## config.mk

```make
export PLATFORM = sky130hd
export DESIGN_NAME = sdh_tx_frame_ctrl
export DESIGN_NICKNAME = d
export VERILOG_FILES = /design/src/rtl/sdh_tx_frame_ctrl.sv
export SDC_FILE = /design/constraint.sdc
export NUM_CORES = 1
export LEC_CHECK = 0
export BUFFER_PORTS_ARGS = -buffer_cell sky130_fd_sc_hd__buf_2
export CAP_MARGIN = 20
export CORE_ASPECT_RATIO = 1.1
export CORE_MARGIN = 2
export CORE_UTILIZATION = 40
export CTS_BUF_LIST = sky130_fd_sc_hd__clkbuf_16
export DETAILED_ROUTE_END_ITERATION = 10
export PLACE_DENSITY = 0.66
export SYNTH_ARGS = -nofsm -noshare
export SYNTH_HDL_FRONTEND = slang
export SYNTH_SLANG_ARGS = --single-unit
export TNS_END_PERCENT = 100
```

## constraint.sdc

```tcl
create_clock -name sdh_clk -period 2.1 [get_ports sdh_clk]
set_input_delay 0.21 -clock sdh_clk [delete_from_list [all_inputs] [get_ports sdh_clk]]
set_output_delay 0.21 -clock sdh_clk [all_outputs]
set_load 0.005 [all_outputs]
```

## src/rtl/sdh_tx_frame_ctrl.sv

```systemverilog
// STM-1 transmit frame sequencer: tracks row/column of each byte, marks
// section-overhead positions and drives scrambler and B1 framing strobes.
module sdh_tx_frame_ctrl #(
    parameter int COLS    = 270,
    parameter int ROWS    = 9,
    parameter int OH_COLS = 9
) (
    input  logic       rst_n,
    input  logic       sdh_clk,
    input  logic       tx_en,
    output logic [3:0] row_cnt,
    output logic [8:0] col_cnt,
    output logic       start_of_frame,
    output logic       start_of_frame_d1,
    output logic [2:0] oh_sel,
    output logic       scram_en,
    output logic       scram_rst,
    output logic       b1_valid,
    output logic [7:0] frame_cnt,
    output logic       busy
);

    localparam logic [3:0] ROW_LAST = 4'(ROWS - 1);
    localparam logic [8:0] COL_LAST = 9'(COLS - 1);
    localparam logic [8:0] OH_LAST  = 9'(OH_COLS - 1);

    localparam logic [2:0] OH_PAYLOAD = 3'd0;
    localparam logic [2:0] OH_A1      = 3'd1;
    localparam logic [2:0] OH_A2      = 3'd2;
    localparam logic [2:0] OH_J0      = 3'd3;
    localparam logic [2:0] OH_B1      = 3'd4;
    localparam logic [2:0] OH_SOH     = 3'd5;

    typedef enum logic [1:0] {IDLE, RUN, DRAIN} state_t;

    state_t     r_state;
    state_t     w_state_nxt;
    logic [3:0] w_row_nxt;
    logic [8:0] w_col_nxt;
    logic       w_last;
    logic       w_active;
    logic       w_wrap;
    logic       w_sof_nxt;
    logic [2:0] w_oh_nxt;
    logic       w_scram_en_nxt;
    logic       w_scram_rst_nxt;
    logic       w_b1_nxt;
    logic [7:0] w_frame_cnt_nxt;

    function automatic logic [2:0] f_oh_decode(input logic [3:0] row, input logic [8:0] col);
        logic [2:0] code;
        if (col > OH_LAST)                        code = OH_PAYLOAD;
        else if (row == 4'd0 && col < 9'd3)       code = OH_A1;
        else if (row == 4'd0 && col < 9'd6)       code = OH_A2;
        else if (row == 4'd0 && col == 9'd6)      code = OH_J0;
        else if (row == 4'd1 && col == 9'd0)      code = OH_B1;
        else                                      code = OH_SOH;
        return code;
    endfunction

    always_comb begin
        w_state_nxt = r_state;
        w_row_nxt   = '0;
        w_col_nxt   = '0;
        w_last      = (row_cnt == ROW_LAST) && (col_cnt == COL_LAST);

        case (r_state)
            IDLE: begin
                if (tx_en) w_state_nxt = RUN;
            end
            RUN: begin
                if (!tx_en) w_state_nxt = DRAIN;
            end
            DRAIN: begin
                if (tx_en)       w_state_nxt = RUN;
                else if (w_last) w_state_nxt = IDLE;
            end
            default: w_state_nxt = IDLE;
        endcase

        // Position advances in RUN/DRAIN; a frame end always wraps to (0,0).
        if (r_state != IDLE) begin
            if (col_cnt == COL_LAST) begin
                w_col_nxt = '0;
                w_row_nxt = (row_cnt == ROW_LAST) ? 4'd0 : row_cnt + 4'd1;
            end else begin
                w_col_nxt = col_cnt + 9'd1;
                w_row_nxt = row_cnt;
            end
        end

        w_active = (w_state_nxt != IDLE);
        if (!w_active) begin
            w_row_nxt = '0;
            w_col_nxt = '0;
        end

        w_wrap    = (r_state != IDLE) && w_last && w_active;
        w_sof_nxt = w_active && (w_row_nxt == 4'd0) && (w_col_nxt == 9'd0);

        w_frame_cnt_nxt = frame_cnt;
        if (!w_active || r_state == IDLE) w_frame_cnt_nxt = '0;
        else if (w_wrap)                  w_frame_cnt_nxt = frame_cnt + 8'd1;

        w_oh_nxt        = w_active ? f_oh_decode(w_row_nxt, w_col_nxt) : OH_PAYLOAD;
        w_scram_en_nxt  = w_active && !((w_row_nxt == 4'd0) && (w_col_nxt <= OH_LAST));
        w_scram_rst_nxt = w_active && (w_row_nxt == 4'd0) && (w_col_nxt == OH_LAST);

        // B1 becomes meaningful once the start of a non-first frame has passed the scrambler.
        w_b1_nxt = w_active && (b1_valid || (start_of_frame && frame_cnt != 8'd0));
    end

    always_ff @(posedge sdh_clk or negedge rst_n) begin
        if (!rst_n) begin
            r_state           <= IDLE;
            row_cnt           <= '0;
            col_cnt           <= '0;
            start_of_frame    <= 1'b0;
            start_of_frame_d1 <= 1'b0;
            oh_sel            <= '0;
            scram_en          <= 1'b0;
            scram_rst         <= 1'b0;
            b1_valid          <= 1'b0;
            frame_cnt         <= '0;
            busy              <= 1'b0;
        end else begin
            r_state           <= w_state_nxt;
            row_cnt           <= w_row_nxt;
            col_cnt           <= w_col_nxt;
            start_of_frame    <= w_sof_nxt;
            start_of_frame_d1 <= start_of_frame;
            oh_sel            <= w_oh_nxt;
            scram_en          <= w_scram_en_nxt;
            scram_rst         <= w_scram_rst_nxt;
            b1_valid          <= w_b1_nxt;
            frame_cnt         <= w_frame_cnt_nxt;
            busy              <= w_active;
        end
    end

endmodule

```

Word-level counts from Yosys, hierarchy flattened
Cells that the tools add are included.

cells by class
  add/sub/neg operators = 3
  multipliers = 0
  divide/modulo/power cells = 0
  order comparisons = 4
  equal/unequal tests = 7
  shift-type cells = 0
  multiplexer cells = 20
  bitwise logic cells = 0
  reduce and logical (&&, ||, !) cells = 25

operator list
  operator                                                        number
  2-to-1 mux 9 bit                                                3
  2-to-1 mux 4 bit                                                4
  2-to-1 mux 8 bit                                                2
  2-to-1 mux 3 bit                                                5
  logical AND 1 bit                                               14
  adder 9 x 1 -> 9 bit, second input constant                     1
  equality test 9 x 3 -> 1 bit, second input constant             1
  equality test 9 x 4 -> 1 bit, second input constant             1
  equality test 9 bit, second input constant                      1
  greater-than comparator 9 x 4 -> 1 bit, second input constant   1
  less-or-equal comparator 9 x 4 -> 1 bit, second input constant  1
  logical NOT 9 bit                                               1
  less-than comparator 9 x 2 -> 1 bit, second input constant      1
  less-than comparator 9 x 3 -> 1 bit, second input constant      1
  adder 8 x 1 -> 8 bit, second input constant                     1
  2-to-1 mux 2 bit                                                4
  nonzero test 8 bit                                              1
  one-hot mux 2 bit (3 select lines)                              1
  nonzero test 2 bit                                              3
  adder 4 x 1 -> 4 bit, second input constant                     1
  equality test 4 x 1 -> 1 bit, second input constant             1
  equality test 4 bit, second input constant                      1
  logical NOT 4 bit                                               1
  equality test 2 x 1 -> 1 bit, second input constant             1
  other kinds (5)                                                 7

word-level totals
  flip-flop bits (word level) = 32
  latch bits = 0
  RAM bits = 0
  ROM bits = 0
  output and inout bits = 30
  memories kept = 0

Logic depth before layout (Yosys ltp)
Gate-level depths: netlist of run 1.

  word-level depth = 15
  gate-level depth with buffers = 10
  gate-level depth less buffers = 9

Least setup slack after synthesis of run 1
Ideal clock, no wire load.

  path kind = register -> register
  from = register col_cnt[0]
  to = register oh_sel[1]
  setup time = 0.120 ns
  data arrival time = 2.207 ns
  path slack = -0.226 ns
  stages on the path, launching flop included = 10
  buffers on the path = 1
  clock period less this slack = 2.326 ns
  path through = dfrtp_1 -> ha_1 -> nand4bb_1 -> or4_1 -> buf_2 -> o31ai_4 -> a311o_2 -> nand2_2 -> a211oi_2 -> and3b_1

between the ends
  word-level cells in the longest chain between the ends = 14
  elaborated cells between the ends (all ways) = 26
  classes of those cells = 1 x add/sub; 3 x order compare; 2 x eq/ne; 14 x mux; 6 x reduce/logical

ends and longest elaborated chain
  item                                                                           RTL line  RTL
  start: declaration                                                             12        output logic [8:0] col_cnt,
  start signal: assignment                                                       129       col_cnt <= w_col_nxt;
  parallel branches: the longest is 13 deep, another holds adder 9 x 1 -> 9 bit  --
  2-to-1 mux 3 bit *                                                             105       w_oh_nxt = w_active ? f_oh_decode(w_row_nxt, w_col_nxt) : OH_PAYLOAD;
  named net w_oh_nxt[1]                                                          44        logic [2:0] w_oh_nxt;
  end signal: assignment                                                         132       oh_sel <= w_oh_nxt;
  end: declaration                                                               15        output logic [2:0] oh_sel,

Mark *: on every way through the listed nets, which the timed path passes.
A chain may end at the register's enable or synchronous reset.

Final worst setup path of run 1
  from = register col_cnt[1]
  to = register oh_sel[2]

The elaborated chain is that of the path after synthesis.

==> run_results.csv, run 1 <==
group,metric,value,unit
power,power.switching,478,uW
place,dp_hpwl,3320,um
cells_and_area,nNetsFinal,279,
drt,drc,0,
drt,ant_nets,0,
logic_synthesis,synthMuxAreaShare,0,
global_routing,grt_pass1_vias,1656,
floorplan,die_w,67.7,um
clock_network,cts_max_path_buffers,2,
sta,fin_tns_setup,-1.36,ns
clock_network,cts_made_buffers,5,
cells_and_area,mostFrequentLayoutCells,"46 x buf_4, 32 x buf_2, 31 x dfrtp_1",
floorplan,die_area,5020,sq um
setup_path,r2r_slack,-0.19,ns
power,powerDensity,698,nW/um^2
logic_synthesis,yosys.area_share.adder,0.0420,
clock_network,htree_levels,2,
power,peakVddDrop,0.000430,V
setup_path,required,2.28,ns
drt,routed_wirelength,4960,um
clock_network,clk_pin_slew_worst_paths,0.05,ns
sta,finalWorstSetupSlack,-0.191,ns
power,intPower,1390,uW
clock_network,clk_root_buffer_cell,"clkbuf_16",
sta,whs,-0.0141,ns
global_routing,grt_pass1_wl,7870,um
sta,maxSlewViolCount,0,
cells_and_area,fillers,349,
power,p_seq_frac,0.361,
setup_path,crit_fanout,4,
logic_synthesis,syn_nets,196,
setup_path,start_kind,"register",
drt,firstDrtPassIters,4,
sta,finalHoldViolCount,23,
drt,routed-via-count,1707,
logic_synthesis,yosys.area_share.simple,0.246,
cells_and_area,n_antenna_cell,0,
logic_synthesis,synth_top_flop_cell,"dfrtp_1",
outcome,violations,"hold timing, setup timing",
cells_and_area,syn_to_final_growth,50.0,%
global_routing,grt_max_degree,33,
setup_path,critical_path.endpoint_type,"register",
setup_path,crit-reg2reg-launch,"col_cnt[1]",
power,leakage,0.00131,uW
floorplan,core,4290,sq um
sta,fin_crit,2.29,ns
clock_network,tritoncts_num_sinks,32,
place,place.gp.congestion,0.837,
logic_synthesis,netlist_area,1790,sq um
setup_path,crit_start,"col_cnt[1]",
global_routing,gr-total-overflow,0,
logic_synthesis,yosysUniqueCellTypes,48,
logic_synthesis,synth_compound_area_frac,0.158,
clock_network,clk_latency,0.28,ns
power,combPwrFrac,0.202,
logic_synthesis,netlist_instances,187,
clock_network,tritoncts,"built",
power,clkPwrFrac,0.436,
logic_synthesis,ys_ff_latch,32,
logic_synthesis,syn_avg_cell_area,9.56,sq um
drt,drt_iter0_drc,60,
sta,rsz0062_at_grt,"true",
logic_synthesis,synth_top_family_by_area,"simple AND/OR/NAND/NOR gates",
floorplan,die_height,74.1,um
sta,relSlewSlack,0.517,
cells_and_area,utilization,0.626,
sta,fmax,436,MHz
floorplan,pin_count,33,
setup_path,regToRegEndpoint,"oh_sel[2]",
logic_synthesis,ys_seq_area_frac,0.448,
worst_hold_path,hold_path.class,"in -> async",
place,port-buffer-count,32,
global_routing,antenna_found_initial,0,
setup_path,crit_type,"reg -> reg",
outcome,status,"finished with violations",
floorplan,fp-row-count,25,
cells_and_area,final_common_cell,"buf_4",
setup_path,endpoint,"oh_sel[2]",
sta,setup-violations-final,11,
drt,post_drt_wl_per_cell,15.2,um
sta,worst_pin_slew,0.724,ns
sta,finClkSkew,0.00419,ns
setup_path,reg2regPathDepth,10,
power,p_sw_frac,0.256,
setup_path,critical_path_arrival,2.47,ns
logic_synthesis,yosys_warnings,0,
drt,avgViaCountPerCell,5.25,
logic_synthesis,synthArstFlopShare,1.00,
floorplan,start_util,0.417,
logic_synthesis,synth_edf_count,0,
sta,fin_crit_sh,1.09,
global_routing,track_usage,0.214,
logic_synthesis,synthXorXnorAreaFrac,0.0735,
cells_and_area,drive_gt1_frac,0.439,
run,maxCapViolations,0,
-- critical path, cell delays in order, from the launching register on --
cell       delay, ns
dfrtp_1         0.37
inv_1           0.05
ha_1            0.13
nand4bb_1       0.14
or4_4           0.50
buf_6           0.15
a311o_2         0.34
nand2_4         0.08
a211oi_4        0.05
buf_4           0.15
a211oi_2        0.22
-- logic make-up (layout without fill, tap and decap cells) --
logic type,count (synthesis),count (layout)
DFF,32,32
buffers and inverters,14,98
xor gates and xnor gates,15,15
AOI/OAI and AO/OA,39,39
and+or+nand+nor,81,81
adders and majority gates,6,6
-- final cells by class --
type | count | area (sq um) | share of cell area
clock buffers | 5 | 125 | 0.0466
clock inverters | 3 | 38.8 | 0.0145
inverters | 8 | 30.0 | 0.0112
multi-input cells | 141 | 1070 | 0.398
flip-flops and latches | 32 | 802 | 0.299
well taps | 54 | 67.6 | 0.0252
repair buffers | 82 | 551 | 0.205
-- how the worst min path moves through the flow --
stage	from	to	depth (start not counted)
6_report	rst_n	col_cnt[8]	1
5_1_grt	rst_n	row_cnt[0]	1
4_1_cts	rst_n	row_cnt[0]	1
3_5_place_dp	rst_n	row_cnt[3]	1
3_3_place_gp	rst_n	row_cnt[3]	1
2_1_floorplan	rst_n	b1_valid	0
-- layer usage --
metal  share of wire  GRT usage  wire, um
met2            0.54      0.389      2660
met3           0.034     0.0469       170
met4           0.017     0.0726        82
met5               0          0         0
met1            0.41      0.245      2040
-- metrics by stage --
stage / std cells / setup slack (ns) / cell area (sq um) / power, uW
6_report: 325 / -0.191 / 2680 / 1870
5_1_grt: 325 / -0.276 / 2680 / 1950
4_1_cts: 324 / -0.223 / 2610 / 1870
3_5_place_dp: 309 / -0.260 / 2300 / 1000
3_3_place_gp: 309 / -0.233 / 2300 / 999
2_1_floorplan: 187 / -0.195 / 1800 / 844
-- synthesized netlist by cell type, types with 4 or more instances --
| cell | n | area [sq um] |
|---|---|---|
| xor2_1 | 12 | 105 |
| dfrtp_1 | 32 | 801 |
| o21a_1 | 5 | 37.5 |
| inv_1 | 8 | 30.0 |
| ha_1 | 6 | 75.1 |
| nand2_1 | 17 | 63.8 |
| nand3_1 | 5 | 25.0 |
| nand2b_1 | 4 | 25.0 |
| o21ai_0 | 7 | 35.0 |
| nor2_1 | 20 | 75.1 |
| nor3_1 | 6 | 30.0 |
| a21oi_1 | 11 | 55.1 |
| nand4_1 | 6 | 37.5 |
-- flip-flops by register name, summed over array words and instances, names as in the netlist, 2 cells and up --
register,flops
r_state,2
oh_sel,3
row_cnt,4
frame_cnt,8
col_cnt,9
-- power groups by stage --
stage | clock (uW) | combinational [uW] | sequential (uW)
floorplan | 0 | 147 | 697
global placement | 0 | 312 | 687
detailed placement | 0 | 315 | 687
CTS | 833 | 363 | 676
global route | 855 | 409 | 682
finish | 816 | 379 | 676
-- what timing repair did --
item,4_1_cts,5_1_grt
pin swaps,11,7
endpoints found under the hold margin,0,0
setup endpoints to repair,11,14
resized for setup,18,13
hold buffers,0,0
setup buffers,7,2
Power figures use the tool's default switching activity.
==> run 2: changes to the inputs <==
CORE_UTILIZATION = 49   (was 40)
PLACE_DENSITY = 0.74   (was 0.66)
==> run_results.csv, run 2 (same netlist as run 1, synthesis figures left out) <==
group,metric,value,unit
outcome,status,"finished with violations",
outcome,violations,"hold timing, setup timing",
setup_path,critical_path_arrival,2.50,ns
setup_path,crit_type,"reg -> reg",
power,peakVddDrop,0.000587,V
global_routing,grt_pass1_vias,1638,
cells_and_area,n_antenna_cell,0,
sta,setup-violations-final,11,
cells_and_area,layout_top_registers,"col_cnt (9), frame_cnt (8), row_cnt (4)",
cells_and_area,drive_gt1_frac,0.471,
place,port-buffer-count,32,
cells_and_area,syn_to_final_growth,51.6,%
floorplan,die_height,67.4,um
floorplan,fp-row-count,23,
clock_network,cts_max_path_buffers,2,
drt,post_drt_wl_per_cell,16.5,um
clock_network,postCtsHoldBufs,0,
cells_and_area,regMostFlops,"col_cnt",
place,placed_cells,307,
place,dp_hpwl,3370,um
floorplan,die_w,61.6,um
global_routing,gr-total-overflow,0,
setup_path,critical_path.endpoint_type,"register",
place,dpl_cell_area,2310,sq um
drt,drc,0,
drt,routed-via-count,1738,
cells_and_area,fin_cells,322,
sta,maxSlewViolCount,0,
setup_path,crit-reg2reg-launch,"col_cnt[1]",
clock_network,clk_pin_slew_worst_paths,0.06,ns
sta,rsz0062_at_grt,"true",
sta,relSlewSlack,0.516,
power,fin_total_pwr,1900,uW
global_routing,track_usage,0.261,
power,leakage,0.00133,uW
floorplan,pin_count,33,
sta,finalWorstSetupSlack,-0.235,ns
setup_path,crit_fanout,4,
clock_network,tritoncts,"built",
floorplan,start_util,0.501,
run,maxCapViolations,0,
sta,finClkSkew,0.00647,ns
sta,fin_crit,2.34,ns
drt,avgViaCountPerCell,5.40,
clock_network,htree_levels,2,
setup_path,start_kind,"register",
global_routing,grt_max_degree,33,
clock_network,tritoncts_num_sinks,32,
cells_and_area,mostFrequentLayoutCells,"44 x buf_4, 32 x buf_2, 31 x dfrtp_1",
place,dpl_worst_slack,-0.314,ns
place,place.gp.congestion,0.833,
clock_network,clk_root_buffer_cell,"clkbuf_16",
cells_and_area,fin_area,2710,sq um
cells_and_area,largest_reg_flops,9,
sta,worst_pin_slew,0.726,ns
floorplan,die_area,4150,sq um
clock_network,clk_latency,0.28,ns
drt,firstDrtPassIters,4,
sta,fmax,428,MHz
sta,fin_tns_setup,-1.59,ns
drt,drt_iter0_drc,98,
sta,finalHoldViolCount,24,
setup_path,required,2.27,ns
sta,fin_crit_sh,1.11,
setup_path,crit_start,"col_cnt[1]",
cells_and_area,nNetsFinal,280,
global_routing,antenna_found_initial,0,
drt,ant_nets,0,
clock_network,cts_made_buffers,5,
sta,whs,-0.0151,ns
worst_hold_path,hold_path.class,"in -> async",
global_routing,grt_pass1_wl,7870,um
power,powerDensity,700,nW/um^2
drt,routed_wirelength,5320,um
cells_and_area,final_common_cell,"buf_4",
floorplan,core,3570,sq um
[run 2: final timing paths]
kind	depth (start not counted)	to	slack, ns
max reg2reg	10	oh_sel[0]	-0.24
max	10	oh_sel[0]	-0.24
min reg2reg	0	start_of_frame_d1	0.40
min	1	col_cnt[6]	-0.02
max in group asynchronous	1	col_cnt[0]	1.60
min in group sdh_clk	2	r_state[1]	0.15
[run 2: area by class of cell]
type / count / area, sq um
inverter: 8 / 32.5
multi-input combinational: 141 / 1080
clock buffer: 5 / 125
sequential: 32 / 802
clock inverter: 3 / 42.5
fill: 259 / 857
tap: 50 / 62.6
timing repair buffer: 83 / 569
[run 2: repair_timing]
| action | CTS | global route |
|---|---|---|
| setup endpoints to repair | 11 | 16 |
| endpoints found under the hold margin | 0 | 0 |
| gates cloned | 0 | 0 |
| setup buffers | 4 | 5 |
| pin swaps | 12 | 15 |
| resized for setup | 16 | 26 |
[run 2: worst max-delay path: stages, from the launching register on]
cell,delay [ns]
dfrtp_1,0.40
inv_1,0.06
ha_2,0.15
nand4bb_1,0.14
or4_4,0.51
buf_6,0.15
a311o_2,0.36
nand2_4,0.10
a211oi_2,0.04
buf_4,0.15
a21o_1,0.17
[run 2: metal layers]
metal,global-route usage,vias to the layer above,routed length [um]
li1,-,836,-
met4,0.0931,0,92
met1,0.319,837,2080
met3,0.0594,13,202
met5,0,-,0
met2,0.445,52,2950
[run 2: report_power, final]
part	total (uW)	internal [uW]	switching [uW]
Sequential	681	656	24.4
Combinational	379	185	195
Clock	837	557	280
Total	1900	1400	499
[run 2: through the flow]
stage / hold slack, ns / utilization
final: -0.0151 / 0.760
after global routing: 0.0512 / 0.760
after CTS: 0.00996 / 0.725
after detailed placement: 0.309 / 0.649
after global placement: 0.306 / 0.649
after floorplan: -0.0856 / -
==> run 3: changes to the inputs <==
BUFFER_PORTS_ARGS = not set   (was -buffer_cell sky130_fd_sc_hd__buf_2)
CORE_UTILIZATION = 55   (was 49)
DONT_BUFFER_PORTS = 1   (was not set)
PLACE_DENSITY = 0.81   (was 0.74)
==> run_results.csv, run 3 (same netlist as run 1, synthesis figures left out) <==
group,metric,value,unit
setup_path,critPathBufInv,1,
cells_and_area,multi_input_area,1020,sq um
sta,worst_pin_slew,0.574,ns
cells_and_area,drive_gt1_frac,0.355,
sta,fin_tns_setup,-0.989,ns
drt,wl_met3,284,um
cells_and_area,regMostFlops,"col_cnt",
cells_and_area,largest_reg_flops,9,
sta,finClkSkew,0.00316,ns
floorplan,die_w,58.4,um
sta,fmax,434,MHz
cells_and_area,utilization,0.820,
clock_network,clk_pin_slew_worst_paths,0.05,ns
drt,maxUsedRoutingLayer,"met4",
setup_path,required,2.26,ns
drt,met1_length,1890,um
drt,post_drt_wl_per_cell,18.5,um
setup_path,start_kind,"register",
global_routing,grt_pass1_wl,8110,um
floorplan,start_util,0.582,
power,power.switching,476,uW
cells_and_area,fillers,168,
clock_network,clk_root_buffer_cell,"clkbuf_16",
cells_and_area,layout_top_registers,"col_cnt (9), frame_cnt (8), row_cnt (4)",
clock_network,clk_latency,0.28,ns
global_routing,gr-total-overflow,0,
clock_network,tritoncts_num_sinks,32,
worst_hold_path,hold_path.class,"in -> reg",
cells_and_area,n_antenna_cell,0,
global_routing,antenna_found_initial,0,
power,intPower,1380,uW
sta,rsz0062_at_grt,"true",
setup_path,crit_fanout,6,
cells_and_area,mostFrequentLayoutCells,"49 x buf_4, 31 x dfrtp_1, 20 x nor2_1",
drt,avgViaCountPerCell,6.08,
power,clkPwrFrac,0.440,
global_routing,track_usage,0.295,
power,combPwrFrac,0.190,
floorplan,core,3070,sq um
setup_path,max_stage_delay,0.52,ns
sta,maxSlewViolCount,0,
cells_and_area,final_common_cell,"buf_4",
run,maxCapViolations,0,
place,place.gp.congestion,0.932,
drt,routed-via-count,1696,
cells_and_area,fin_cells,279,
setup_path,cp_top_family,"compound AO/OA/AOI/OAI gates",
drt,routed_wirelength,5160,um
outcome,violations,"setup timing",
place,dp_hpwl,3430,um
setup_path,crit_type,"reg -> reg",
outcome,status,"finished with violations",
place,placed_cells,261,
sta,fin_crit,2.30,ns
global_routing,grt_max_degree,33,
power,p_seq_frac,0.370,
sta,finalWorstSetupSlack,-0.204,ns
sta,relSlewSlack,0.616,
setup_path,critical_path_arrival,2.46,ns
clock_network,cts_made_buffers,5,
power,leakage,0.00116,uW
cells_and_area,nNetsFinal,253,
clock_network,htree_levels,2,
setup_path,critical_path.endpoint_type,"register",
floorplan,die_height,63.8,um
power,p_sw_frac,0.256,
floorplan,pin_count,33,
drt,drt_iter0_drc,101,
sta,finalHoldViolCount,0,
floorplan,die_area,3720,sq um
place,port-buffer-count,0,
clock_network,cts_max_path_buffers,2,
cells_and_area,syn_to_final_growth,41.0,%
sta,setup-violations-final,11,
power,peakVddDrop,0.00108,V
drt,wl_met2,2780,um
sta,whs,0.114,ns
floorplan,fp-row-count,21,
drt,firstDrtPassIters,6,
drt,drc,0,
clock_network,tritoncts,"built",
cells_and_area,register_area,802,sq um
power,fin_total_pwr,1860,uW
global_routing,grt_pass1_vias,1734,
sta,fin_crit_sh,1.10,
power,powerDensity,738,nW/um^2
setup_path,cp_slowest_cell,"or4_4",
drt,ant_nets,0,
setup_path,worstPathCellList,"ha_1, nand4bb_1, or4_4, a311oi_2, o22ai_2, a211oi_2, buf_4, a211oi_1",
run 3: changes by cell type in the layout (fill, tap and decap cells not counted), sizes merged:
| cell | delta |
|---|---|
| buf | -29 |
| dlygate4sd3 | +2 |
run 3: repair_timing:
| item | 4_1_cts | 5_1_grt |
|---|---|---|
| hold endpoints to repair | 33 | 0 |
| setup endpoints to repair | 12 | 17 |
| setup buffers | 4 | 3 |
| resized for setup | 13 | 10 |
| pin swaps | 5 | 0 |
| gates cloned | 0 | 0 |
| hold buffers | 3 | 0 |
run 3: worst paths after layout:
path                       cells after the start  slack (ns)           start                 to
setup / recovery                               8       -0.20      col_cnt[0]          oh_sel[2]
hold / removal                                 1        0.11           tx_en         r_state[0]
setup reg to reg                               8       -0.20      col_cnt[0]          oh_sel[2]
hold reg to reg                                0        0.44  start_of_frame  start_of_frame_d1
max in group asynchronous                      2        1.52           rst_n         col_cnt[0]
min in group asynchronous                      2        0.39           rst_n         row_cnt[3]
run 3: metrics by stage:
stage               area [sq um]  setup WS, ns
floorplan                   1800        -0.195
global placement            2150        -0.208
detailed placement          2150        -0.268
CTS                         2450        -0.115
global route                2520        -0.327
finish                      2520        -0.204
run 3: metal layers:
layer / vias up / track usage
met5: - / 0
met2: 69 / 0.518
met4: 0 / 0.174
li1: 779 / -
met1: 827 / 0.307
met3: 21 / 0.0769
run 3: area by class of cell:
type	instances	area share
clock buffers	5	0.0496
clock inverters	3	0.0169
inverters	8	0.0119
multi-input cells	141	0.405
flip-flops and latches	32	0.318
well taps	34	0.0169
repair buffers	56	0.181
run 3: power groups by stage:
stage	Combinational [uW]	Sequential (uW)	Clock, uW
final	353	688	819
after CTS	324	688	825
after global placement	270	696	0
after global routing	379	691	859
after floorplan	147	697	0
after detailed placement	280	699	0
